## src/rtl/xmem_l0_loader.sv

```systemverilog
// Streams a contiguous run of words from the activation SRAM into the L0 input buffer.
// A 2-entry skid FIFO absorbs the one-cycle SRAM read latency under L0 backpressure.
module xmem_l0_loader #(
   parameter int bw      = 4,
   parameter int row     = 8,
   parameter int addr_bw = 11
) (
   input  logic                  clk,
   input  logic                  reset,
   input  logic                  start,
   input  logic [addr_bw-1:0]    base_addr,
   input  logic [addr_bw:0]      len,
   output logic                  busy,
   output logic                  done,
   output logic                  sram_cen,
   output logic                  sram_wen,
   output logic [addr_bw-1:0]    sram_a,
   input  logic [bw*row-1:0]     sram_q,
   input  logic                  l0_ready,
   output logic                  l0_wr,
   output logic [bw*row-1:0]     l0_data
);

   localparam int W = bw * row;

   typedef enum logic [1:0] {IDLE, RUN, DONE} state_t;

   state_t               state, state_next;
   logic [addr_bw-1:0]   base_q;
   logic [addr_bw:0]     len_q;
   logic [addr_bw:0]     issued;
   logic [addr_bw:0]     sent;
   logic [addr_bw-1:0]   last_a;
   logic [addr_bw-1:0]   next_a;
   logic                 inflight;
   logic [1:0]           fifo_count;
   logic [W-1:0]         fifo_head;
   logic [W-1:0]         fifo_tail;
   logic                 issue;
   logic                 pop;
   logic                 push;
   logic [2:0]           occupancy;

   // A read may only issue if its data is guaranteed a FIFO slot when it returns.
   always_comb begin
      pop        = (fifo_count != 2'd0) && l0_ready;
      push       = inflight;
      occupancy  = {1'b0, fifo_count} - {2'b00, pop} + {2'b00, inflight} + 3'd1;
      next_a     = base_q + issued[addr_bw-1:0];
      issue      = (state == RUN) && (issued < len_q) && (occupancy <= 3'd2);
      state_next = state;
      case (state)
         IDLE: begin
            if (start) begin
               state_next = (len == '0) ? DONE : RUN;
            end
         end
         RUN: begin
            if (pop && (sent == len_q - 1'b1)) begin
               state_next = DONE;
            end
         end
         DONE:    state_next = IDLE;
         default: state_next = IDLE;
      endcase
   end

   assign busy     = (state == RUN);
   assign done     = (state == DONE);
   assign sram_cen = ~issue;
   assign sram_wen = 1'b1;
   assign sram_a   = issue ? next_a : last_a;
   assign l0_wr    = pop;
   assign l0_data  = fifo_head;

   always_ff @(posedge clk) begin
      if (reset) begin
         state    <= IDLE;
         base_q   <= '0;
         len_q    <= '0;
         issued   <= '0;
         sent     <= '0;
         last_a   <= '0;
         inflight <= 1'b0;
      end else begin
         state    <= state_next;
         inflight <= issue;
         if (issue) begin
            last_a <= next_a;
         end
         if ((state == IDLE) && start) begin
            base_q <= base_addr;
            len_q  <= len;
            issued <= '0;
            sent   <= '0;
         end else begin
            if (issue) begin
               issued <= issued + 1'b1;
            end
            if (pop) begin
               sent <= sent + 1'b1;
            end
         end
      end
   end

   // The head register feeds l0_data directly; the tail only fills when the head is occupied.
   always_ff @(posedge clk) begin
      if (reset) begin
         fifo_count <= 2'd0;
         fifo_head  <= '0;
         fifo_tail  <= '0;
      end else begin
         case ({push, pop})
            2'b10: begin
               if (fifo_count == 2'd0) begin
                  fifo_head <= sram_q;
               end else begin
                  fifo_tail <= sram_q;
               end
               fifo_count <= fifo_count + 2'd1;
            end
            2'b01: begin
               fifo_head  <= fifo_tail;
               fifo_count <= fifo_count - 2'd1;
            end
            2'b11: begin
               if (fifo_count == 2'd1) begin
                  fifo_head <= sram_q;
               end else begin
                  fifo_head <= fifo_tail;
                  fifo_tail <= sram_q;
               end
            end
            default: begin
               fifo_count <= fifo_count;
            end
         endcase
      end
   end

endmodule

```

## config.mk

```make
export PLATFORM = sky130hd
export DESIGN_NAME = xmem_l0_loader
export DESIGN_NICKNAME = d
export VERILOG_FILES = /design/src/rtl/xmem_l0_loader.sv
export SDC_FILE = /design/constraint.sdc
export NUM_CORES = 1
export LEC_CHECK = 0
export ABC_AREA = 1
export BUFFER_PORTS_ARGS = -buffer_cell sky130_fd_sc_hd__buf_2
export CORE_MARGIN = 3
export CORE_UTILIZATION = 50
export CTS_BUF_LIST = sky130_fd_sc_hd__clkbuf_8
export DETAILED_ROUTE_END_ITERATION = 8
export PLACE_DENSITY = 0.8
export SYNTH_ARGS = -nofsm -noshare
export SYNTH_HDL_FRONTEND = slang
export SYNTH_SLANG_ARGS = --single-unit
```

## constraint.sdc

```tcl
create_clock -name clk -period 2.77 [get_ports clk]
set_input_delay 0 -clock clk [delete_from_list [all_inputs] [get_ports clk]]
set_output_delay 0 -clock clk [all_outputs]
set_load 0.02 [all_outputs]
```

* Word level (Yosys, flattened, before mapping)
Index checks and enable logic that the tools add are counted.
Cells by class: $add $sub $neg 9, multipliers 0, divide/modulo/power cells 0, order comparisons 2, equality and inequality tests 12, shift operators 0, muxes and demuxes 12, bitwise gates (word level) 1, reductions and logical operators 16
Operator list (count):
- two-way mux 32 bit | 4
- case mux 32 bit (3 select lines) | 1
- case mux 32 bit (2 select lines) | 1
- adder 12 x 1 -> 12 bit (second input constant) | 2
- == test 12 bit | 1
- logical NOT 12 bit | 1
- less-than comparator 12 bit | 1
- subtractor 12 x 1 -> 12 bit (second input constant) | 1
- adder 11 bit | 1
- two-way mux 11 bit | 1
- != test 2 bit (second input constant) | 4
- case mux 2 bit (2 select lines) | 2
- == test 2 x 1 -> 1 bit (second input constant) | 3
- == test 2 bit (second input constant) | 3
- two-way mux 2 bit | 3
- nonzero test 2 bit | 3
- logical AND 1 bit | 5
- logical NOT 2 bit | 2
- AND reduction 2 bit | 2
- adder 3 x 1 -> 3 bit | 1
- adder 3 x 1 -> 3 bit (second input constant) | 1
- less-or-equal comparator 3 x 2 -> 1 bit (second input constant) | 1
- AND reduction 3 bit | 1
- nonzero test 3 bit | 1
- 6 further kinds | 6
Word-level totals: register bits 127, latch bits 0, memory bits (writable) 0, memory bits (read-only) 0, output and inout port bits 48, memories kept 0

* Depth between registers and ports, before layout
Gate-level depths: netlist of run 1.
word-level depth 8, depth in mapped cells 15, mapped depth without buffers 14

* Worst setup path before layout of run 1
Ideal clock, no wire load.
kind register to register, from reg fifo_count[0], to reg issued[10], setup time 0.066 ns, arrival time 2.721 ns, path slack -0.017 ns, stages on the path, launching flop included 14, path buffers 1, cells stage by stage dfxtp_1 inv_1 ha_1 nor2_4 inv_1 fa_1 inv_1 ha_1 a21oi_1 nor4_4 nand2_2 buf_2 nand2_1 a21oi_2
Between the ends: cells in the longest elaborated chain, start to end 7
Ends and longest elaborated chain:
- start: declaration | line 36 | logic [1:0] fifo_count;
- start signal: assignment | line 121 | fifo_count <= fifo_count + 2'd1;
- start signal: assignment | line 125 | fifo_count <= fifo_count - 2'd1;
- start signal: assignment | line 136 | fifo_count <= fifo_count;
- nonzero test 2 bit | line 46 | pop = (fifo_count != 2'd0) && l0_ready;
- logical AND 1 bit | line 46
- net l0_wr | line 20 | output logic l0_wr,
- subtractor 2 x 1 -> 3 bit | line 48 | occupancy = {1'b0, fifo_count} - {2'b00, pop} + {2'b00, inflight} + 3'd1;
- adder 3 x 1 -> 3 bit (2 in series) | line 48
- less-or-equal comparator 3 x 2 -> 1 bit | line 50 | issue = (state == RUN) && (issued < len_q) && (occupancy <= 3'd2);
- logical AND 1 bit | line 50
- end signal: assignment | line 98 | issued <= issued + 1'b1;
- end: declaration | line 31 | logic [addr_bw:0] issued;
The timed path passes the listed nets, and every way through them passes these cells. A chain may end at the register's enable or synchronous reset.

* Worst setup path after layout of run 1
from reg fifo_count[0], to out sram_a[8]
Between the ends: cells in the longest elaborated chain, start to end 8
Ends and longest elaborated chain:
- nonzero test 2 bit | line 46
- logical AND 1 bit | line 46
- subtractor 2 x 1 -> 3 bit (*) | line 48
- adder 3 x 1 -> 3 bit (*) (2 in series) | line 48
- less-or-equal comparator 3 x 2 -> 1 bit (*) | line 50
- logical AND 1 bit (*) | line 50
- two-way mux 11 bit (*)
- end: declaration | line 17 | output logic [addr_bw-1:0] sram_a,
Mark *: on every way between the ends. The rest lies on a longest branch, timed or not.

==> metrics.log, run 1 <==
[metrics] die span in y: roughly 120 um
[metrics] number of distinct library cells after synthesis: 37
[metrics] per-cell routed wire length: approximately 14 um
[metrics] sum of met2 wire segment lengths after detailed routing: 8872 um
[metrics] area of the die: 14640 um^2
[metrics] met3 wire len: 1092 um
[metrics] vias in the first global route: 6387
[metrics] total of flip-flops plus latches after synthesis: ~130
[metrics] startpoint type of the worst setup path: flop
[metrics] class of the most critical hold timing path: primary input to flop
[metrics] Crit path arrival time: ~2900 ps
[metrics] syn avg cell area: 7.186 um^2
[metrics] routability-driven placement congestion ratio: approximately 0.87
[metrics] Worst Path Max Fanout: 6
[metrics] final critical-path required period: ~2900 ps
[metrics] length of the first detailed-routing pass in iterations: 6
[metrics] Detail Route Antenna Nets: 0
[metrics] library cell occupying the most area in the post-synthesis netlist: sky130_fd_sc_hd__dfxtp_1
[metrics] Main synth FF type: sky130_fd_sc_hd__dfxtp_1
[metrics] buffer depth of the longest clock path: 2
[metrics] cell count after placement: roughly 1.2k
[metrics] Mapped Area: approximately 6600 um^2
[metrics] Data required, critical path: between 2000 and 3000 ps
[metrics] final cell count without fillers: 1283
[metrics] worst slack on hold paths: ~110 ps
[metrics] number of enable-type register cells in the synthesized netlist: 0
[metrics] clock skew: ~14 ps
[metrics] number of warnings printed during yosys synthesis: 0
[metrics] final core occ: between 60 and 70%
[metrics] width of the die: between 100 and 150 um
[metrics] initial antenna violation count: 0
[metrics] placement-stage cell area: 7308 um^2
[metrics] kind of cell adding the most delay to the critical path: simple AND/OR/NAND/NOR gates
[metrics] TritonCTS sink count: about 130
[metrics] static leakage power: slightly above 4 nW
[metrics] cells along the critical path: inv_2 -> ha_4 -> nor2_4 -> inv_4 -> fa_2 -> ha_4 -> nor2_4 -> a21oi_2 -> nor4_4 -> nand2_4 -> buf_8 -> nand2_1 -> nand2_2 -> inv_2 -> buf_6
[metrics] worst ir drop on vdd: around 0.00065 V
[metrics] total inserted antenna cells: 0
[metrics] clock tree from TritonCTS: yes
[metrics] starting utilization of the core area: between 50% and 60%
[metrics] number of maximum-capacitance constraint violations: 0
[metrics] number of nets in the layout: between 1k and 1.5k
[metrics] layout overhead on the synthesized area: 32.66%
[metrics] pin count of the biggest net entering global routing: 80
[metrics] count of port buffers added during placement: roughly 110
[metrics] post-route fraction of the period consumed by the critical path: 103.5%
[metrics] most used standard cells in the synthesized netlist: 167 x sky130_fd_sc_hd__inv_1, 127 x sky130_fd_sc_hd__dfxtp_1, 122 x sky130_fd_sc_hd__nand2_1, 101 x sky130_fd_sc_hd__o21ai_0, 95 x sky130_fd_sc_hd__nor2_1
[metrics] number of violations reported at the end of detailed-routing iteration 0: 556
[metrics] total power divided by cell area: between 800 and 900 nW/um^2
[metrics] Top-Level Pins: 107
[metrics] placeable core region: ~13000 um^2
[metrics] number of max-slew violations in the final report: 0
[metrics] violated checks: setup timing
[metrics] part of the power in registers: 33.0%
[metrics] final hold vios: 0
[metrics] fraction of final layout cells with drive strength greater than 1: a little under a quarter
[metrics] total CTS buffers: 17
[metrics] result of the run: finished with violations
[metrics] most frequent cell after synthesis: sky130_fd_sc_hd__inv_1
[metrics] DRC violations left: 0
[metrics] slowest stage cell on the critical path: sky130_fd_sc_hd__fa_2
[metrics] delay of the slowest critical-path stage: approximately 400 ps
[metrics] clock share of power: a little under a quarter
[metrics] RSZ-0062 raised after global routing: true
[metrics] highest clock frequency the design can meet: 348.8 MHz
[metrics] Post-synth ARST share: 0%
[metrics] share of synthesized area occupied by flip-flops and latches: 38.46%
[metrics] global route total overflow: 0
[metrics] power dissipated by switching net loads: between 2 and 3 mW
[metrics] part of the total power dissipated in combinational logic: about 43%
[metrics] critical path type: flop to primary output
[metrics] row count: roughly 40
[metrics] Skew-Pair Late Insertion Delay: about 470 ps
[metrics] net count after synthesis: around 1.0k
[metrics] dominant cells by area after synthesis: sky130_fd_sc_hd__dfxtp_1 38%, sky130_fd_sc_hd__inv_1 9.5%, sky130_fd_sc_hd__o21ai_0 7.6%
[metrics] Vias per Instance: ~5.2
[metrics] Detailed Place HPWL: 11050 um
[metrics] Detailed Route WL: approximately 18000 um
[metrics] wire length of the first global-routing pass: roughly 30000 um
[metrics] switching part of the total power: approximately 40%
[metrics] sum of buffers and inverters on the critical path: 5
[metrics] cell-internal power: roughly 4.6 mW
[metrics] post-route cell area: between 8000 and 9000 um^2
[metrics] htree depth: 4
[metrics] number of instances in the synthesized netlist: 920
[metrics] GRT Total Usage: between 20% and 30%
[metrics] clock-pin transition on the worst setup and hold timing paths: roughly 80 ps
[metrics] Worst Setup End Kind: primary output
[metrics] final setup violation count: 9
[metrics] vias after detailed routing: roughly 6.6k
[metrics] Worst Tran Pin Value: 526.6 ps
[metrics] buffer type at the clock tree root: sky130_fd_sc_hd__clkbuf_8
[metrics] Synth top area share: between 30% and 40%
[metrics] Max Used Layer: met4
[metrics] setup ws final: -96.66 ps
[metrics] slew margin rel.: between 60 and 70%
[metrics] Met1 Wirelength: around 7900 um
==> metrics by stage <==
step                setup TNS [ps]  power, mW  setup slack (ps)
floorplan                        0      4.268             7.423
global placement            -95.11      4.987            -29.79
detailed placement           -1957      5.044            -147.6
CTS                         -656.9      7.424            -113.2
global route                 -1696      8.037            -208.2
finish                      -370.3      7.575            -96.66
==> flip-flops by register name, summed over array words and instances (netlist names), 11 cells and up <==
| name | count |
|---|---|
| fifo_tail | 32 |
| l0_data | 32 |
| issued | 12 |
| len_q | 12 |
| sent | 12 |
| base_q | 11 |
| last_a | 11 |
==> tightest hold or removal path, cell delays in order <==
cell and delay, ps:
sky130_fd_sc_hd__buf_2 90, sky130_fd_sc_hd__inv_1 100, sky130_fd_sc_hd__nor2_4 60, sky130_fd_sc_hd__buf_4 160, sky130_fd_sc_hd__nand2_1 60, sky130_fd_sc_hd__a21oi_1 50
==> cell usage in the layout, fill, tap and decap left out, drive strengths merged <==
cell type,synthesis,layout
inv,176,181
buf,9,140
nand2,134,134
dfxtp,127,127
o21ai,106,106
nor2,99,99
a21oi,85,85
dlygate4sd3,0,57
nand3,32,32
o221ai,32,32
ha,31,31
clkbuf,30,17
xor2,16,16
xnor2,12,12
nand4,7,7
nor4,6,6
clkinv,2,6
nor3,5,5
bufinv,0,4
o21a,3,3
clkinvlp,0,3
fa,2,2
o211ai,1,1
nand3b,1,1
o21ba,1,1
and3,1,1
a211oi,1,1
conb,1,1
==> kinds of logic after synthesis <==
| logic type | Yosys count | share of synthesized area [%] |
|---|---|---|
| fa+ha+maj | 33 | 6.472 |
| other cells | 1 | 0.05672 |
| simple gates | 285 | 18.55 |
| xor+xnor | 28 | 3.709 |
| flops | 127 | 38.46 |
| compound gates | 229 | 19.98 |
| buf+inv | 217 | 12.77 |
==> cell type report <==
class | count | area (um^2)
inverter | 178 | 685.7
clock buffer | 17 | 234.0
fill | 1030 | 4003
tap | 172 | 215.2
sequential | 127 | 2547
timing repair inverter | 1 | 8.758
multi-input combinational | 576 | 3368
clock inverter | 15 | 209.0
timing repair buffer | 197 | 1503
==> power groups by stage <==
stage | clock network (mW) | logic [mW] | registers, mW
2_1_floorplan | 0 | 1.52 | 2.75
3_3_place_gp | 0 | 2.47 | 2.52
3_5_place_dp | 0 | 2.52 | 2.52
4_1_cts | 1.83 | 3.10 | 2.49
5_1_grt | 1.91 | 3.58 | 2.54
6_report | 1.81 | 3.26 | 2.50
==> routing by layer <==
layer  vias to the layer above  global-route usage [%]
li1                       3318                       -
met1                      3029                   30.76
met2                       236                   42.83
met3                        40                   6.434
met4                         0                   9.490
met5                         -                       0
==> worst paths after layout <==
kind	slack [ps]	cells past startpoint	start	to
worst min-delay path	110	6	l0_ready	sent[0]
worst min register to register	500	2	sent[2]	sent[2]
worst max register to register	90	17	fifo_count[0]	last_a[7]
worst max-delay path	-100	15	fifo_count[0]	sram_a[8]
==> timing repair <==
action,CTS,global route
hold buffers,57,0
buffers inserted,21,4
setup endpoints to repair,33,15
cloned,2,0
pin swaps,20,9
endpoints found under the hold margin,97,0
resized for setup,65,22
Power figures use the tool's default switching activity.
==> inputs of run 2 (changes only) <==
--- a/config.mk
+++ b/config.mk
@@ -5,11 +5,11 @@
 export SDC_FILE = /design/constraint.sdc
 export NUM_CORES = 1
 export LEC_CHECK = 0
-export ABC_AREA = 1
 export BUFFER_PORTS_ARGS = -buffer_cell sky130_fd_sc_hd__buf_2
 export CORE_MARGIN = 3
 export CORE_UTILIZATION = 50
 export CTS_BUF_LIST = sky130_fd_sc_hd__clkbuf_8
+export CTS_CLUSTER_SIZE = 8
 export DETAILED_ROUTE_END_ITERATION = 8
 export PLACE_DENSITY = 0.8
 export SYNTH_ARGS = -nofsm -noshare
==> run 2 against run 1 <==
  * The run still ends with setup timing left
  * Via count down 3.2%
  * Area after synthesis down 3.5%
  * Final area down 4.2%
  * Register-to-register slack about the same
  * Synthesized cell count down 14%
  * Fmax up 2.4%
  * Flip-flop and latch count unchanged
  * Critical path type unchanged
  * Largest cell class unchanged
==> metrics.log, run 2 <==
[metrics] critical path type: flop to primary output
[metrics] startpoint type of the worst setup path: flop
[metrics] worst ir drop on vdd: 0.0005430 V (-17%)
[metrics] die span in y: 119.0 um (-1.7%)
[metrics] fraction of final layout cells with drive strength greater than 1: 22.39% (-0.29 points)
[metrics] most used standard cells in the synthesized netlist: 144 x sky130_fd_sc_hd__nand2_1, 127 x sky130_fd_sc_hd__dfxtp_1, 78 x sky130_fd_sc_hd__a21oi_1, 64 x sky130_fd_sc_hd__nor2_1, 41 x sky130_fd_sc_hd__clkbuf_1
[metrics] dominant cells by area after synthesis: sky130_fd_sc_hd__dfxtp_1 40%, sky130_fd_sc_hd__nand2_1 8.5%, sky130_fd_sc_hd__a21oi_1 6.1%
[metrics] Top-Level Pins: 107 (unchanged)
[metrics] Main synth FF type: sky130_fd_sc_hd__dfxtp_1
[metrics] Fin Setup TNS: -73.89 ps (+296.4 ps)
[metrics] length of the first detailed-routing pass in iterations: 5 (-1)
[metrics] met3 Track Usage GR: 5.745% (-0.69 points)
[metrics] Crit path arrival time: 2800 ps (-70 ps)
[metrics] clock-pin transition on the worst setup and hold timing paths: 70 ps (about the same)
[metrics] syn avg cell area: 8.059 um^2 (+12%)
[metrics] setup ws final: -28.90 ps (+67.76 ps)
[metrics] Detailed Route WL: 17830 um (-2.4%)
[metrics] vias in the first global route: 5966 (-6.6%)
[metrics] Worst Tran Pin Value: 1022 ps (+495.4 ps)
[metrics] number of instances in the synthesized netlist: 792 (-14%)
[metrics] Skew-Pair Late Insertion Delay: 450 ps (-20 ps)
[metrics] fraction of met2 tracks used by global routing: 40.52% (-2.3 points)
[metrics] number of nets in the layout: 1050 (-12%)
[metrics] library cell occupying the most area in the post-synthesis netlist: sky130_fd_sc_hd__dfxtp_1
[metrics] Mapped Area: 6382 um^2 (-3.5%)
[metrics] Worst Path Max Fanout: 4 (-2)
[metrics] most used cells in the layout excluding fill and tap cells: 142 x sky130_fd_sc_hd__nand2_1, 124 x sky130_fd_sc_hd__dfxtp_1, 102 x sky130_fd_sc_hd__buf_2
[metrics] area of the die: 14160 um^2 (-3.3%)
[metrics] busiest layer in global routing: met2
[metrics] buffer type at the clock tree root: sky130_fd_sc_hd__clkbuf_8
[metrics] clock tree from TritonCTS: yes
[metrics] TritonCTS sink count: 127 (unchanged)
[metrics] number of distinct library cells after synthesis: 60 (+62%)
[metrics] routability-driven placement congestion ratio: 0.8515 (-2.2%)
[metrics] starting utilization of the core area: 52.05% (+0.29 points)
[metrics] most common library cell in the layout ignoring fill and taps: sky130_fd_sc_hd__nand2_1
[metrics] global route total overflow: 0 (unchanged)
[metrics] RSZ-0062 raised after global routing: true
[metrics] number of maximum-capacitance constraint violations: 0 (unchanged)
[metrics] pin count of the biggest net entering global routing: 97 (+21%)
[metrics] class of the most critical hold timing path: primary input to flop
[metrics] placeable core region: 12260 um^2 (-4.0%)
[metrics] final setup violation count: 3 (-6)
[metrics] highest clock frequency the design can meet: 357.3 MHz (+2.4%)
[metrics] number of violations reported at the end of detailed-routing iteration 0: 471 (-15%)
[metrics] per-cell routed wire length: 15.66 um (+10%)
[metrics] Post-synth ARST share: 0% (unchanged)
[metrics] number of max-slew violations in the final report: 0 (unchanged)
[metrics] fill cell total of the finished layout: 929 (-9.8%)
[metrics] count of port buffers added during placement: 105 (unchanged)
[metrics] total power draw: 6.400 mW (-16%)
[metrics] width of the die: 119.0 um (-1.7%)
[metrics] GRT Total Usage: 24.85% (-0.38 points)
[metrics] Worst Setup End Kind: primary output
[metrics] share of synthesized area occupied by flip-flops and latches: 39.84% (+1.4 points)
[metrics] Data required, critical path: 2770 ps (about the same)
[metrics] clock skew: 9.847 ps (-4.609 ps)
[metrics] final hold vios: 0 (unchanged)
[metrics] violated checks: setup timing
[metrics] buffer depth of the longest clock path: 2 (unchanged)
[metrics] most frequent cell after synthesis: sky130_fd_sc_hd__nand2_1
[metrics] htree depth: 4 (unchanged)
[metrics] wire length of the first global-routing pass: 28730 um (-3.4%)
[metrics] vias after detailed routing: 6409 (-3.2%)
[metrics] final core occ: 68.54% (-0.12 points)
[metrics] number of enable-type register cells in the synthesized netlist: 0 (unchanged)
[metrics] initial antenna violation count: 1 (+1)
[metrics] slew margin rel.: 31.86% (-33 points)
[metrics] Vias per Instance: 5.632 (+9.1%)
[metrics] layout overhead on the synthesized area: 31.68%
[metrics] total CTS buffers: 17 (unchanged)
[metrics] row count: 40 (-2.4%)
[metrics] Detail Route Antenna Nets: 0 (unchanged)
[metrics] met1 capacity usage during global routing: 30.64% (-0.12 points)
[metrics] total of flip-flops plus latches after synthesis: 127 (unchanged)
[metrics] result of the run: finished with violations
[metrics] post-route fraction of the period consumed by the critical path: 101.0% (-2.4 points)
[metrics] final critical-path required period: 2799 ps (-67.76 ps)
[metrics] static leakage power: 3.507 nW (-15%)
[metrics] DRC violations left: 0 (unchanged)
[metrics] total power divided by cell area: 761.6 nW/um^2 (-12%)
[metrics] area of combinational cells with multiple inputs: 3711 um^2 (+10%)
[metrics] Synth top area share: 39.84% (+1.4 points)
[metrics] net count after synthesis: 884 (-13%)
[metrics] Detailed Place HPWL: 10780 um (-2.4%)
[metrics] footprint of the flip-flops and latches: 2549 um^2 (about the same)
[metrics] number of warnings printed during yosys synthesis: 0 (unchanged)
[run 2: cell types whose count changed in the layout (fill, tap and decap cells not counted), moves of 10 or more]
cell                       previous run  this run
sky130_fd_sc_hd__inv_2               17         2
sky130_fd_sc_hd__buf_6               15         4
sky130_fd_sc_hd__o221ai_1            32         0
sky130_fd_sc_hd__inv_1              158        26
sky130_fd_sc_hd__o21ai_2              0        10
sky130_fd_sc_hd__a211oi_1             1        36
sky130_fd_sc_hd__a22oi_1              0        33
sky130_fd_sc_hd__nand2_1            102       142
sky130_fd_sc_hd__nand2_2             26         2
sky130_fd_sc_hd__nor2_1              93        63
sky130_fd_sc_hd__o21ai_0            100         4
[run 2: path summary, 6_finish.rpt]
check        slack, ps  cells after the start            end          start
min reg2reg        450                      2  fifo_tail[25]  fifo_tail[25]
max                -30                     13     sram_a[10]  fifo_count[0]
min                 40                      5        sent[1]       l0_ready
max reg2reg         90                     12      issued[4]  fifo_count[0]
[run 2: repair_timing]
item / 4_1_cts / 5_1_grt
setup endpoints to repair: 20 / 17
hold buffers: 57 / 0
buffers inserted: 4 / 4
gates resized for setup: 33 / 17
pin swaps: 8 / 7
hold endpoints to repair: 97 / 0
[run 2: logic make-up (layout without fill, tap and decap cells)]
kind of cell	after synthesis	in the layout	synth area share, %
other	1	2	0.05876
buffers and inverters	77	254	4.764
DFF	127	127	39.84
and+or+nand+nor	307	307	21.98
AOI/OAI and AO/OA	212	212	21.76
adders and majority gates	33	33	6.705
xor gates and xnor gates	30	30	4.117
muxes	5	5	0.7842
[run 2: layout make-up]
class	count	share of cell area, %
multi-input cells	588	44.16
inverters	27	1.236
clock inverters	7	1.012
diodes	1	0.02978
flip-flops and latches	127	30.33
repair buffers	197	16.97
clock buffers	23	3.767
well taps	168	2.501
[run 2: routing by layer]
metal,wire length [um],up-vias
met5,0,-
met4,738,0
met3,1017,71
met2,8556,254
met1,7513,2960
li1,-,3124
[run 2: worst max-delay path, stage by stage, from the launching register on]
cell,delay [ps]
sky130_fd_sc_hd__dfxtp_2,340
sky130_fd_sc_hd__inv_2,40
sky130_fd_sc_hd__ha_4,150
sky130_fd_sc_hd__nand2b_4,140
sky130_fd_sc_hd__fa_2,370
sky130_fd_sc_hd__buf_6,140
sky130_fd_sc_hd__inv_4,50
sky130_fd_sc_hd__ha_4,120
sky130_fd_sc_hd__a21oi_2,60
sky130_fd_sc_hd__or3_4,370
sky130_fd_sc_hd__buf_6,150
sky130_fd_sc_hd__nor3_4,180
sky130_fd_sc_hd__nor2_1,70
sky130_fd_sc_hd__buf_4,160
[run 2: power by group]
part / internal [mW] / switching [mW]
combinational: 0.978 / 1.45
clock: 0.924 / 0.704
sequential: 2.16 / 0.183
total: 4.06 / 2.34
[run 2: stage by stage]
step	setup WS (ps)	cell area [um^2]	hold WS (ps)	instances
after detailed placement	-45.33	7158	245.4	1042
final	-28.90	8404	41.57	1138
after global routing	-129.2	8404	79.52	1138
after floorplan	6.011	6399	136.0	792
after CTS	-110.6	8290	18.62	1133
after global placement	73.31	7158	239.9	1042
==> inputs of run 3 (changes only) <==
==> constraint.sdc (replaced) <==
create_clock -name clk -period 2.77 [get_ports clk]
set_input_delay 0.6925 -clock clk [delete_from_list [all_inputs] [get_ports clk]]
set_output_delay 0.6925 -clock clk [all_outputs]
set_load 0.02 [all_outputs]
==> run 3 against run 2 <==
  * Final area shrank 3.2%
  * Largest power group unchanged
  * Critical path type unchanged
  * Routed wire length is 6.6% lower
  * Critical path depth decreased by 1
  * Highest routed layer unchanged
  * Sequential share of layout area grew 0.95 points
  * The run still ends with setup timing left
  * Fmax decreased by 17%
  * Critical endpoint is now sram_a[8]
==> metrics.log, run 3 (synthesized netlist as in run 2, its figures left out) <==
[metrics] Worst Setup End Kind: primary output
[metrics] cell-internal power: 4.235 mW (+4.3%)
[metrics] number of nets in the layout: 1016 (-3.2%)
[metrics] Data required, critical path: 2080 ps (-690 ps)
[metrics] clock tree from TritonCTS: yes
[metrics] setup ws final: -621.5 ps (-592.6 ps)
[metrics] starting utilization of the core area: 52.05% (unchanged)
[metrics] worst ir drop on vdd: 0.0005114 V (-5.8%)
[metrics] final cell count without fillers: 1104 (-3.0%)
[metrics] fraction of final layout cells with drive strength greater than 1: 25.75% (+3.4 points)
[metrics] class of the most critical hold timing path: flop to flop
[metrics] sum of buffers and inverters on the critical path: 3 (-2)
[metrics] area of the die: 14160 um^2 (unchanged)
[metrics] final critical-path required period: 3392 ps (+592.6 ps)
[metrics] GRT Total Usage: 23.63% (-1.2 points)
[metrics] total power draw: 6.574 mW (+2.7%)
[metrics] initial antenna violation count: 0 (-1)
[metrics] setup slack at placement: -442.8 ps (-397.5 ps)
[metrics] startpoint type of the worst setup path: flop
[metrics] part of the power in registers: 35.4% (-1.2 points)
[metrics] Skew-Pair Late Insertion Delay: 450 ps (about the same)
[metrics] power dissipated by switching net loads: 2.340 mW (about the same)
[metrics] total power divided by cell area: 808.0 nW/um^2 (+6.1%)
[metrics] clock-pin transition on the worst setup and hold timing paths: 70 ps (about the same)
[metrics] number of violations reported at the end of detailed-routing iteration 0: 523 (+11%)
[metrics] slew margin rel.: 60.10% (+28 points)
[metrics] width of the die: 119.0 um (unchanged)
[metrics] number of max-slew violations in the final report: 0 (unchanged)
[metrics] placeable core region: 12260 um^2 (unchanged)
[metrics] per-cell routed wire length: 15.07 um (-3.8%)
[metrics] result of the run: finished with violations
[metrics] Post-CTS Repair Setup Buffers: 0 (-4)
[metrics] post-route fraction of the period consumed by the critical path: 122.4% (+21 points)
[metrics] DRC violations left: 0 (unchanged)
[metrics] Critical Path Most Common Cell: sky130_fd_sc_hd__ha_4
[metrics] most common library cell in the layout ignoring fill and taps: sky130_fd_sc_hd__nand2_1
[metrics] switching part of the total power: 35.59% (-0.98 points)
[metrics] clock share of power: 27.3% (+1.9 points)
[metrics] total CTS buffers: 17 (unchanged)
[metrics] die span in y: 119.0 um (unchanged)
[metrics] count of port buffers added during placement: 105 (unchanged)
[metrics] Detailed Route WL: 16640 um (-6.6%)
[metrics] Top-Level Pins: 107 (unchanged)
[metrics] Worst Tran Pin Value: 596.3 ps (-425.7 ps)
[metrics] number of buffers inserted for hold repair after clock tree synthesis: 0 (-100%)
[metrics] most used cells in the layout excluding fill and tap cells: 134 x sky130_fd_sc_hd__nand2_1, 125 x sky130_fd_sc_hd__dfxtp_1, 101 x sky130_fd_sc_hd__buf_2
[metrics] layout overhead on the synthesized area: 27.48%
[metrics] htree depth: 4 (unchanged)
[metrics] kind of cell adding the most delay to the critical path: adder cells
[metrics] buffer depth of the longest clock path: 2 (unchanged)
[metrics] row count: 40 (unchanged)
[metrics] slowest stage cell on the critical path: sky130_fd_sc_hd__fa_2
[metrics] number of maximum-capacitance constraint violations: 0 (unchanged)
[metrics] critical path type: flop to primary output
[metrics] vias in the first global route: 5675 (-4.9%)
[metrics] global route total overflow: 0 (unchanged)
[metrics] length of the first detailed-routing pass in iterations: 8 (+3)
[metrics] pin count of the biggest net entering global routing: 68 (-30%)
[metrics] cell count after placement: 1073 (+3.0%)
[metrics] Vias per Instance: 5.538 (-1.7%)
[metrics] TritonCTS sink count: 127 (unchanged)
[metrics] buffer type at the clock tree root: sky130_fd_sc_hd__clkbuf_8
[metrics] static leakage power: 3.423 nW (-2.4%)
[metrics] part of the total power dissipated in combinational logic: 37.3% (-0.7 points)
[metrics] Detailed Place HPWL: 11510 um (+6.8%)
[metrics] final hold vios: 0 (unchanged)
[metrics] fill cell total of the finished layout: 1015 (+9.3%)
[metrics] RSZ-0062 raised after global routing: true
[metrics] total inserted antenna cells: 0 (-1)
[metrics] highest clock frequency the design can meet: 294.9 MHz (-17%)
[metrics] delay of the slowest critical-path stage: 360 ps (about the same)
[metrics] cells along the critical path: inv_2 -> ha_4 -> nand2b_4 -> fa_2 -> ha_4 -> nor2_4 -> a21oi_4 -> or3_4 -> buf_6 -> o21ai_2 -> nand2_2 -> buf_2
[metrics] final setup violation count: 12 (+9)
[metrics] vias after detailed routing: 6114 (-4.6%)
[metrics] Worst Path Max Fanout: 9 (+5)
[metrics] Detail Route Antenna Nets: 0 (unchanged)
[metrics] Fin Setup TNS: -6988 ps (-6915 ps)
[metrics] Crit path arrival time: 2700 ps (-100 ps)
[metrics] routability-driven placement congestion ratio: 0.9126 (+7.2%)
[metrics] violated checks: setup timing
[metrics] wire length of the first global-routing pass: 27290 um (-5.0%)
[metrics] clock skew: 7.805 ps (-2.042 ps)
==> run 3: cell count changes in the layout (fill, tap and decap cells not counted), sizes merged, moves of 3 or more <==
| cell | before | now |
|---|---|---|
| inv | 29 | 33 |
| bufinv | 2 | 5 |
| clkbuf | 23 | 19 |
| dlygate4sd3 | 57 | 0 |
| buf | 140 | 163 |
==> run 3: power groups by stage <==
stage	Clock, mW	Sequential [mW]	Combinational (mW)
global placement	0	2.35	2.26
floorplan	0	2.62	1.24
CTS	1.81	2.33	2.44
finish	1.79	2.33	2.45
detailed placement	0	2.36	2.30
global route	1.90	2.36	2.68
==> run 3: final cells by class <==
class / instances / area, um^2 / share of cell area (%)
clock buffer: 19 / 261.5 / 3.214
multi-input combinational: 588 / 3776 / 46.41
timing repair buffer: 163 / 1065 / 13.09
tap: 168 / 210.2 / 2.583
sequential: 127 / 2545 / 31.28
inverter: 27 / 101.3 / 1.246
clock inverter: 12 / 177.7 / 2.184
==> run 3: path summary, 6_finish.rpt <==
kind | slack (ps) | from | depth (start not counted) | to
setup / recovery | -620 | fifo_count[1] | 12 | sram_a[8]
hold / removal | 450 | fifo_tail[22] | 2 | fifo_tail[22]
setup reg to reg | 30 | fifo_count[1] | 12 | issued[4]
hold reg to reg | 450 | fifo_tail[22] | 2 | fifo_tail[22]
==> run 3: timing repair <==
action | 4_1_cts | 5_1_grt
endpoints found under the hold margin | 0 | 0
resized for setup | 22 | 9
setup endpoints to repair | 17 | 17
pin swaps | 2 | 1
==> run 3: through the flow <==
| step | hold WS (ps) | utilization [%] | instance area [um^2] |
|---|---|---|---|
| after global routing | 467.7 | 66.36 | 8137 |
| after detailed placement | 448.0 | 61.47 | 7537 |
| final | 454.5 | 66.36 | 8137 |
| after global placement | 441.1 | 61.47 | 7537 |
| after CTS | 457.3 | 65.89 | 8079 |
| after floorplan | 436.0 | - | 6520 |
==> run 3: worst min-delay path, cell delays in order, from the launching register on <==
cell and delay, ps:
sky130_fd_sc_hd__dfxtp_1 310, sky130_fd_sc_hd__nand2_1 50, sky130_fd_sc_hd__a21oi_1 50
==> run 3: metal layers <==
layer  global-route usage, %  up-vias  part of all wire (%)  wire length [um]
met4                   9.341        0                   2.4               392
met2                   38.15      164                    48              8026
li1                        -     3066                     -                 -
met1                   30.44     2847                    44              7391
met5                       0        -                     0                 0
met3                   5.698       37                   5.0               830
